===== src/rtl/logo_anim_ctrl_pkg.sv =====
// Shared VGA-side definitions for the logo animation controller: coordinate width,
// animation state encoding and saturating coordinate helpers.
package logo_anim_ctrl_pkg;

    localparam int COORD_W = 11;

    typedef logic [COORD_W-1:0] coord_t;
    typedef logic [COORD_W:0]   coord_ext_t;

    typedef enum logic [2:0] {
        ST_IDLE   = 3'd0,
        ST_RIGHT  = 3'd1,
        ST_HOLD_R = 3'd2,
        ST_LEFT   = 3'd3,
        ST_HOLD_L = 3'd4
    } anim_state_t;

    // One extra bit of headroom so sums and differences never wrap before clamping.
    function automatic coord_t clamp_coord(input coord_ext_t v, input coord_t lo, input coord_t hi);
        if (v < {1'b0, lo}) begin
            return lo;
        end else if (v > {1'b0, hi}) begin
            return hi;
        end
        return v[COORD_W-1:0];
    endfunction

    function automatic coord_t sat_down(input coord_t v, input coord_ext_t step, input coord_t lo, input coord_t hi);
        if ({1'b0, v} < step) begin
            return lo;
        end
        return clamp_coord({1'b0, v} - step, lo, hi);
    endfunction

endpackage


===== src/rtl/logo_anim_ctrl_if.sv =====
// Control/status bundle between the VGA timing side and the logo animation controller.
interface logo_anim_ctrl_if;
    import logo_anim_ctrl_pkg::*;

    logic   enable;
    logic   frame_start;
    logic   load;
    coord_t load_value;
    coord_t delt;
    logic   dir;
    logic   moving;
    logic   step_pulse;

    modport master (
        output enable, frame_start, load, load_value,
        input  delt, dir, moving, step_pulse
    );

    modport slave (
        input  enable, frame_start, load, load_value,
        output delt, dir, moving, step_pulse
    );
endinterface


===== src/rtl/logo_anim_ctrl_frame_tick_div.sv =====
// Counts frame_start pulses and flags the pulse that reaches a programmable terminal count.
module frame_tick_div #(
    parameter int W = 4
) (
    input  logic         clk,
    input  logic         rst_n,
    input  logic         clear,
    input  logic         advance,
    input  logic [W-1:0] terminal,
    output logic         tick
);
    logic [W-1:0] count_reg;
    logic [W-1:0] count_next;

    assign tick = advance && (count_reg == terminal);

    always_comb begin
        count_next = count_reg;
        if (clear) begin
            count_next = '0;
        end else if (advance) begin
            count_next = tick ? '0 : count_reg + W'(1);
        end
    end

    always_ff @(posedge clk or negedge rst_n) begin
        if (!rst_n) begin
            count_reg <= '0;
        end else begin
            count_reg <= count_next;
        end
    end
endmodule


===== src/rtl/logo_anim_ctrl.sv =====
// Bounces the logo horizontal offset between two end stops, advancing once every
// FRAME_DIV frames and pausing PAUSE_FRAMES frames at each end.
module logo_anim_ctrl
    import logo_anim_ctrl_pkg::*;
#(
    parameter int DELT_MIN     = 0,
    parameter int DELT_MAX     = 100,
    parameter int STEP         = 1,
    parameter int FRAME_DIV    = 2,
    parameter int PAUSE_FRAMES = 30
) (
    input  logic clk,
    input  logic rst,
    logo_anim_ctrl_if.slave bus
);
    localparam coord_t     D_LO   = coord_t'(DELT_MIN);
    localparam coord_t     D_HI   = coord_t'(DELT_MAX);
    localparam coord_ext_t STEP_X = coord_ext_t'(STEP);
    localparam int CNT_TOP = (FRAME_DIV > PAUSE_FRAMES) ? FRAME_DIV : PAUSE_FRAMES;
    localparam int CNT_W   = $clog2(CNT_TOP + 1);

    // Assertion is immediate; release is retimed so no flop sees a runt recovery.
    logic [1:0] rst_sync_reg;
    logic       rst_n;

    always_ff @(posedge clk or negedge rst) begin
        if (!rst) begin
            rst_sync_reg <= 2'b00;
        end else begin
            rst_sync_reg <= {rst_sync_reg[0], 1'b1};
        end
    end

    assign rst_n = rst_sync_reg[1];

    anim_state_t state_reg, state_next;
    coord_t      delt_reg, delt_next;
    logic        dir_reg, dir_next;
    logic        moving_reg, moving_next;
    logic        step_pulse_reg, step_pulse_next;

    logic             cnt_clear;
    logic             cnt_advance;
    logic             cnt_tick;
    logic [CNT_W-1:0] cnt_terminal;

    frame_tick_div #(.W(CNT_W)) u_frame_tick_div (
        .clk      (clk),
        .rst_n    (rst_n),
        .clear    (cnt_clear),
        .advance  (cnt_advance),
        .terminal (cnt_terminal),
        .tick     (cnt_tick)
    );

    always_comb begin
        state_next   = state_reg;
        delt_next    = delt_reg;
        dir_next     = dir_reg;
        cnt_clear    = 1'b0;
        cnt_advance  = 1'b0;
        cnt_terminal = ((state_reg == ST_HOLD_R) || (state_reg == ST_HOLD_L))
                       ? CNT_W'(PAUSE_FRAMES - 1) : CNT_W'(FRAME_DIV - 1);

        if (bus.load) begin
            // A load pre-empts this frame's advance and leaves the state alone.
            delt_next = clamp_coord({1'b0, bus.load_value}, D_LO, D_HI);
            cnt_clear = 1'b1;
        end else if (bus.frame_start) begin
            if (!bus.enable) begin
                state_next = ST_IDLE;
                cnt_clear  = 1'b1;
            end else begin
                unique case (state_reg)
                    ST_IDLE: begin
                        state_next = ST_RIGHT;
                        dir_next   = 1'b0;
                        cnt_clear  = 1'b1;
                    end
                    ST_RIGHT: begin
                        if (delt_reg == D_HI) begin
                            state_next = ST_HOLD_R;
                            cnt_clear  = 1'b1;
                        end else begin
                            cnt_advance = 1'b1;
                            if (cnt_tick) begin
                                delt_next = clamp_coord({1'b0, delt_reg} + STEP_X, D_LO, D_HI);
                                if (delt_next == D_HI) begin
                                    state_next = ST_HOLD_R;
                                    cnt_clear  = 1'b1;
                                end
                            end
                        end
                    end
                    ST_HOLD_R: begin
                        cnt_advance = 1'b1;
                        if (cnt_tick) begin
                            state_next = ST_LEFT;
                            dir_next   = 1'b1;
                            cnt_clear  = 1'b1;
                        end
                    end
                    ST_LEFT: begin
                        if (delt_reg == D_LO) begin
                            state_next = ST_HOLD_L;
                            cnt_clear  = 1'b1;
                        end else begin
                            cnt_advance = 1'b1;
                            if (cnt_tick) begin
                                delt_next = sat_down(delt_reg, STEP_X, D_LO, D_HI);
                                if (delt_next == D_LO) begin
                                    state_next = ST_HOLD_L;
                                    cnt_clear  = 1'b1;
                                end
                            end
                        end
                    end
                    ST_HOLD_L: begin
                        cnt_advance = 1'b1;
                        if (cnt_tick) begin
                            state_next = ST_RIGHT;
                            dir_next   = 1'b0;
                            cnt_clear  = 1'b1;
                        end
                    end
                    default: begin
                        state_next = ST_IDLE;
                        cnt_clear  = 1'b1;
                    end
                endcase
            end
        end

        moving_next     = (state_next == ST_RIGHT) || (state_next == ST_LEFT);
        step_pulse_next = (delt_next != delt_reg);
    end

    always_ff @(posedge clk or negedge rst_n) begin
        if (!rst_n) begin
            state_reg      <= ST_IDLE;
            delt_reg       <= D_LO;
            dir_reg        <= 1'b0;
            moving_reg     <= 1'b0;
            step_pulse_reg <= 1'b0;
        end else begin
            state_reg      <= state_next;
            delt_reg       <= delt_next;
            dir_reg        <= dir_next;
            moving_reg     <= moving_next;
            step_pulse_reg <= step_pulse_next;
        end
    end

    assign bus.delt       = delt_reg;
    assign bus.dir        = dir_reg;
    assign bus.moving     = moving_reg;
    assign bus.step_pulse = step_pulse_reg;
endmodule


===== src/flat_wrapper.sv =====
// flat-port wrapper written by rule: the top's interface ports become plain ports
module logo_anim_ctrl_flat import logo_anim_ctrl_pkg::*;
#(
    parameter int DELT_MIN     = 0,
    parameter int DELT_MAX     = 100,
    parameter int STEP         = 1,
    parameter int FRAME_DIV    = 2,
    parameter int PAUSE_FRAMES = 30
)
  (clk, rst, bus_enable, bus_frame_start, bus_load, bus_load_value, bus_delt, bus_dir, bus_moving, bus_step_pulse);
  logo_anim_ctrl_if bus_i ();
  input  logic clk;
  input  logic rst;
  input wire logic [$bits(bus_i.enable)-1:0] bus_enable;
  input wire logic [$bits(bus_i.frame_start)-1:0] bus_frame_start;
  input wire logic [$bits(bus_i.load)-1:0] bus_load;
  input wire logic [$bits(bus_i.load_value)-1:0] bus_load_value;
  output wire logic [$bits(bus_i.delt)-1:0] bus_delt;
  output wire logic [$bits(bus_i.dir)-1:0] bus_dir;
  output wire logic [$bits(bus_i.moving)-1:0] bus_moving;
  output wire logic [$bits(bus_i.step_pulse)-1:0] bus_step_pulse;
  assign bus_i.enable = bus_enable;
  assign bus_i.frame_start = bus_frame_start;
  assign bus_i.load = bus_load;
  assign bus_i.load_value = bus_load_value;
  assign bus_delt = bus_i.delt;
  assign bus_dir = bus_i.dir;
  assign bus_moving = bus_i.moving;
  assign bus_step_pulse = bus_i.step_pulse;
  logo_anim_ctrl #(.DELT_MIN(DELT_MIN), .DELT_MAX(DELT_MAX), .STEP(STEP), .FRAME_DIV(FRAME_DIV), .PAUSE_FRAMES(PAUSE_FRAMES)) u_core (.clk(clk), .rst(rst), .bus(bus_i));
endmodule

===== config.mk =====
export PLATFORM = sky130hd
export DESIGN_NAME = logo_anim_ctrl_flat
export DESIGN_NICKNAME = d
export VERILOG_FILES = /design/src/rtl/logo_anim_ctrl_pkg.sv /design/src/rtl/logo_anim_ctrl_if.sv /design/src/rtl/logo_anim_ctrl_frame_tick_div.sv /design/src/rtl/logo_anim_ctrl.sv /design/src/flat_wrapper.sv
export SDC_FILE = /design/constraint.sdc
export NUM_CORES = 1
export LEC_CHECK = 0
export CORE_ASPECT_RATIO = 2
export CORE_UTILIZATION = 36
export CTS_CLUSTER_DIAMETER = 120
export DETAILED_ROUTE_END_ITERATION = 10
export GPL_TIMING_DRIVEN = 0
export MAX_ROUTING_LAYER = met4
export REMOVE_ABC_BUFFERS = 1
export SETUP_SLACK_MARGIN = 0.4
export SYNTH_ARGS = -nofsm -noshare
export SYNTH_HDL_FRONTEND = slang
export SYNTH_SLANG_ARGS = --single-unit

===== constraint.sdc =====
create_clock -name clk -period 1.1 [get_ports clk]
set_input_delay 0.165 -clock clk [delete_from_list [all_inputs] [get_ports clk]]
set_output_delay 0.165 -clock clk [all_outputs]
set_load 0.1 [all_outputs]

==> qor.txt <==
post-synthesis adder-cell area fraction: 3.44%
worst relative slew slack: 61.9%
cell area after synthesis: 2470 sq um
post-DP HPWL: 5750 microns
flip-flop count of the largest register after layout: 11
first-pass detailed-route iteration total: 6
register clock-pin slew on the reported worst setup and hold paths: 0.07 ns
number of flops mapped to enable cells by yosys: 0
max-slew violation count: 0
kind of start point of the critical path: register
final critical path time including I/O delays and setup: 2.96 ns
DRC Markers: 0
final critical-path share of the clock period: 269%
category of the critical setup timing path: register to register
total number of clock tree sinks: 24
vias in the first global route: 3034
wire length of the first global-routing pass: 15400 microns
initial antenna violation count: 0
vias per cell: 6.14
CTS tree: done
length in cells of the worst reg-to-reg path: 11
number of max-capacitance violations reported: 0
hold buffer count at cts: 0
antenna cells: 0
share of async-settable or async-resettable flops after synthesis: 100%
measured slew at the worst slew-check pin: 0.572 ns
setup slack, reg-to-reg: -1.86 ns
die width: 60.6 microns
class of the tightest hold or removal check: primary input to asynchronous set/reset pin
Yosys Warn Count: 0
Final Hold Vio Count: 0
Initial Utilization: 37.4%
source-to-sink clock delay at the later pin of the worst-skew pair: 0.28 ns
worst clock skew: 0.00801 ns
destination of the worst register-to-register timing path: u_core.bus.step_pulse
maximum number of pins on one net before global-route repair: 25
multiplexer share of the synthesized area: 1.62%
violated checks: negative setup slack
number of placement rows: 42
total of buffers placed on input and output ports: 29
synthesized-area fraction occupied by ao, oa, aoi and oai cells: 27.4%
global router's overall resource usage: 29.9%
global placer's final weighted congestion: 0.887
overall die height: 119 microns
setup violation total in the final timing report: 33
distinct cell type count after synthesis: 74
highest clock frequency the design can meet: 338 MHz
static power due to leakage: 1.67 nW
number of design-rule violations left by the first detailed-router iteration: 287
per-instance average area after synthesis: 7.81 sq um
Pwr Density: 900 nW/um^2
worst-path maximum fanout: 3
number of nets in the layout: 447
maximum ir drop on the vdd rail: 0.566 mV
Worst Path Required: 1.24 ns
critical path data arrival time: 3.10 ns
TritonCTS Buffers: 3
cell count after synthesis: 317
root buffer selected by CTS: clkbuf_16
minimum hold slack: 0.0397 ns
capturing element type of the critical path: register
per-cell routed wire length: 20.5 microns
synthesized-area fraction occupied by and/or/nand/nor cells: 29.4%
Main synth FF type: dfrtp_1
result of the run: finished, violations left
post-route cell area: 4200 sq um
# H-tree levels: 1
Pwr Total: 3.78 mW
area of the core region: 6620 sq um
share of final-layout standard cells stronger than drive strength 1: 48.1%
count of state elements after synthesis: 24
CTS Buffer Depth: 2
largest family of logic cells by synthesized area: simple AND/OR/NAND/NOR gates
Area growth, synth to finish: 69.8%
sequential cell area fraction in the yosys report: 24.3%
standard cell area after detailed placement: 2750 sq um
area enclosed by the die boundary: 7230 sq um
RSZ-0062 raised after global routing: true
Top-Level Pins: 30
post-synthesis share of cell area spent on xor and xnor gates: 6.37%
reg2reg start: u_core.bus.delt[0]
vias after detailed routing: 3146
Worst Slack Setup Final: -1.86 ns
routed wire length: 10500 microns
total gr overflow: 0
post-route antenna net violation count: 0
[repair_timing]
action,4_1_cts,5_1_grt
pin swaps,30,23
setup endpoints to repair,58,36
resized for setup,234,38
cloned,0,0
setup buffers,69,24
[cell type report]
cell class	count	area [sq um]
multi-input cells	259	2100
clock buffers	4	88.8
flip-flops and latches	24	627
fillers	526	2420
repair buffers	122	1220
well taps	88	110
inverters	15	61.3
[Yosys cell counts (6+ instances only)]
master     n  area share, %
buf_2      7            1.4
nor2_1    27            4.1
nor3_1     9            1.8
a21oi_1   23            4.7
ha_1       6            3.0
dfrtp_1   24             24
nand4_1    7            1.8
and2_1     6            1.5
nand2_1   20            3.0
clkbuf_1   6           0.91
xnor2_1   13            4.6
o21ai_0   30            6.1
nand3_1   18            3.6
inv_1     15            2.3
[layout by cell type, fill, tap and decap left out, drive strengths merged, types with 4 or more instances in the layout]
| master | n |
|---|---|
| a211oi | 4 |
| a21oi | 23 |
| a31oi | 7 |
| and2 | 7 |
| buf | 107 |
| clkbuf | 4 |
| clkdlybuf4s50 | 14 |
| dfrtp | 24 |
| ha | 6 |
| inv | 15 |
| mux2i | 4 |
| nand2 | 21 |
| nand3 | 18 |
| nand4 | 7 |
| nor2 | 27 |
| nor3 | 10 |
| o21ai | 33 |
| or3 | 4 |
| xnor2 | 13 |
| xor2 | 5 |
[metal layers]
metal	global-route usage, %	share of wire [%]	routed length (microns)
met1	28.1	33	3450
met2	51.4	54	5730
met3	4.34	4.3	454
met4	22.6	8.4	878
met5	-	0	0
[worst max-delay path, stage by stage (launching register included)]
cell	delay (ns)
dfrtp_2	0.42
buf_6	0.13
ha_4	0.13
nand4_1	0.14
or4_4	0.57
a22oi_2	0.33
o211a_1	0.26
a31oi_1	0.06
o21ai_1	0.20
a21oi_1	0.09
a2111oi_1	0.36
o311ai_1	0.13
[stage by stage]
step           utilization (%)  std cells  setup TNS (ns)  worst slack, ns
2_1_floorplan                -        298          -48.02            -2.53
3_3_place_gp              41.5        415          -65.57            -2.99
3_5_place_dp              41.5        415          -66.02            -2.99
4_1_cts                   58.5        488          -31.45            -1.68
5_1_grt                   63.5        512          -35.72            -1.96
6_report                  63.5        512          -33.92            -1.86
[cell families after synthesis]
logic type                 after synthesis
DFF                                     24
muxes                                    4
and+or+nand+nor                        128
other                                    1
buffers and inverters                   34
AOI/OAI and AO/OA                      101
adders and majority gates                7
xor gates and xnor gates                18
[where the power goes]
| part | internal, mW | switching, mW | leakage [nW] |
|---|---|---|---|
| combinational | 0.777 | 0.960 | 1.33 |
| clock | 0.560 | 0.404 | 0.0442 |
| sequential | 0.946 | 0.131 | 0.293 |
[how the worst max path moves through the flow]
stage,slack [ns],endpoint,cells past startpoint,startpoint
finish,-1.86,u_core.bus.step_pulse,11,u_core.bus.delt[0]
global route,-1.96,u_core.bus.step_pulse,11,u_core.bus.delt[0]
CTS,-1.68,u_core.bus.step_pulse,11,u_core.bus.delt[1]
detailed placement,-2.99,u_core.bus.step_pulse,10,bus_load
global placement,-2.99,u_core.bus.step_pulse,10,bus_load
floorplan,-2.53,u_core.bus.step_pulse,11,u_core.bus.delt[0]
No activity file was read; power rests on OpenSTA's default activity.
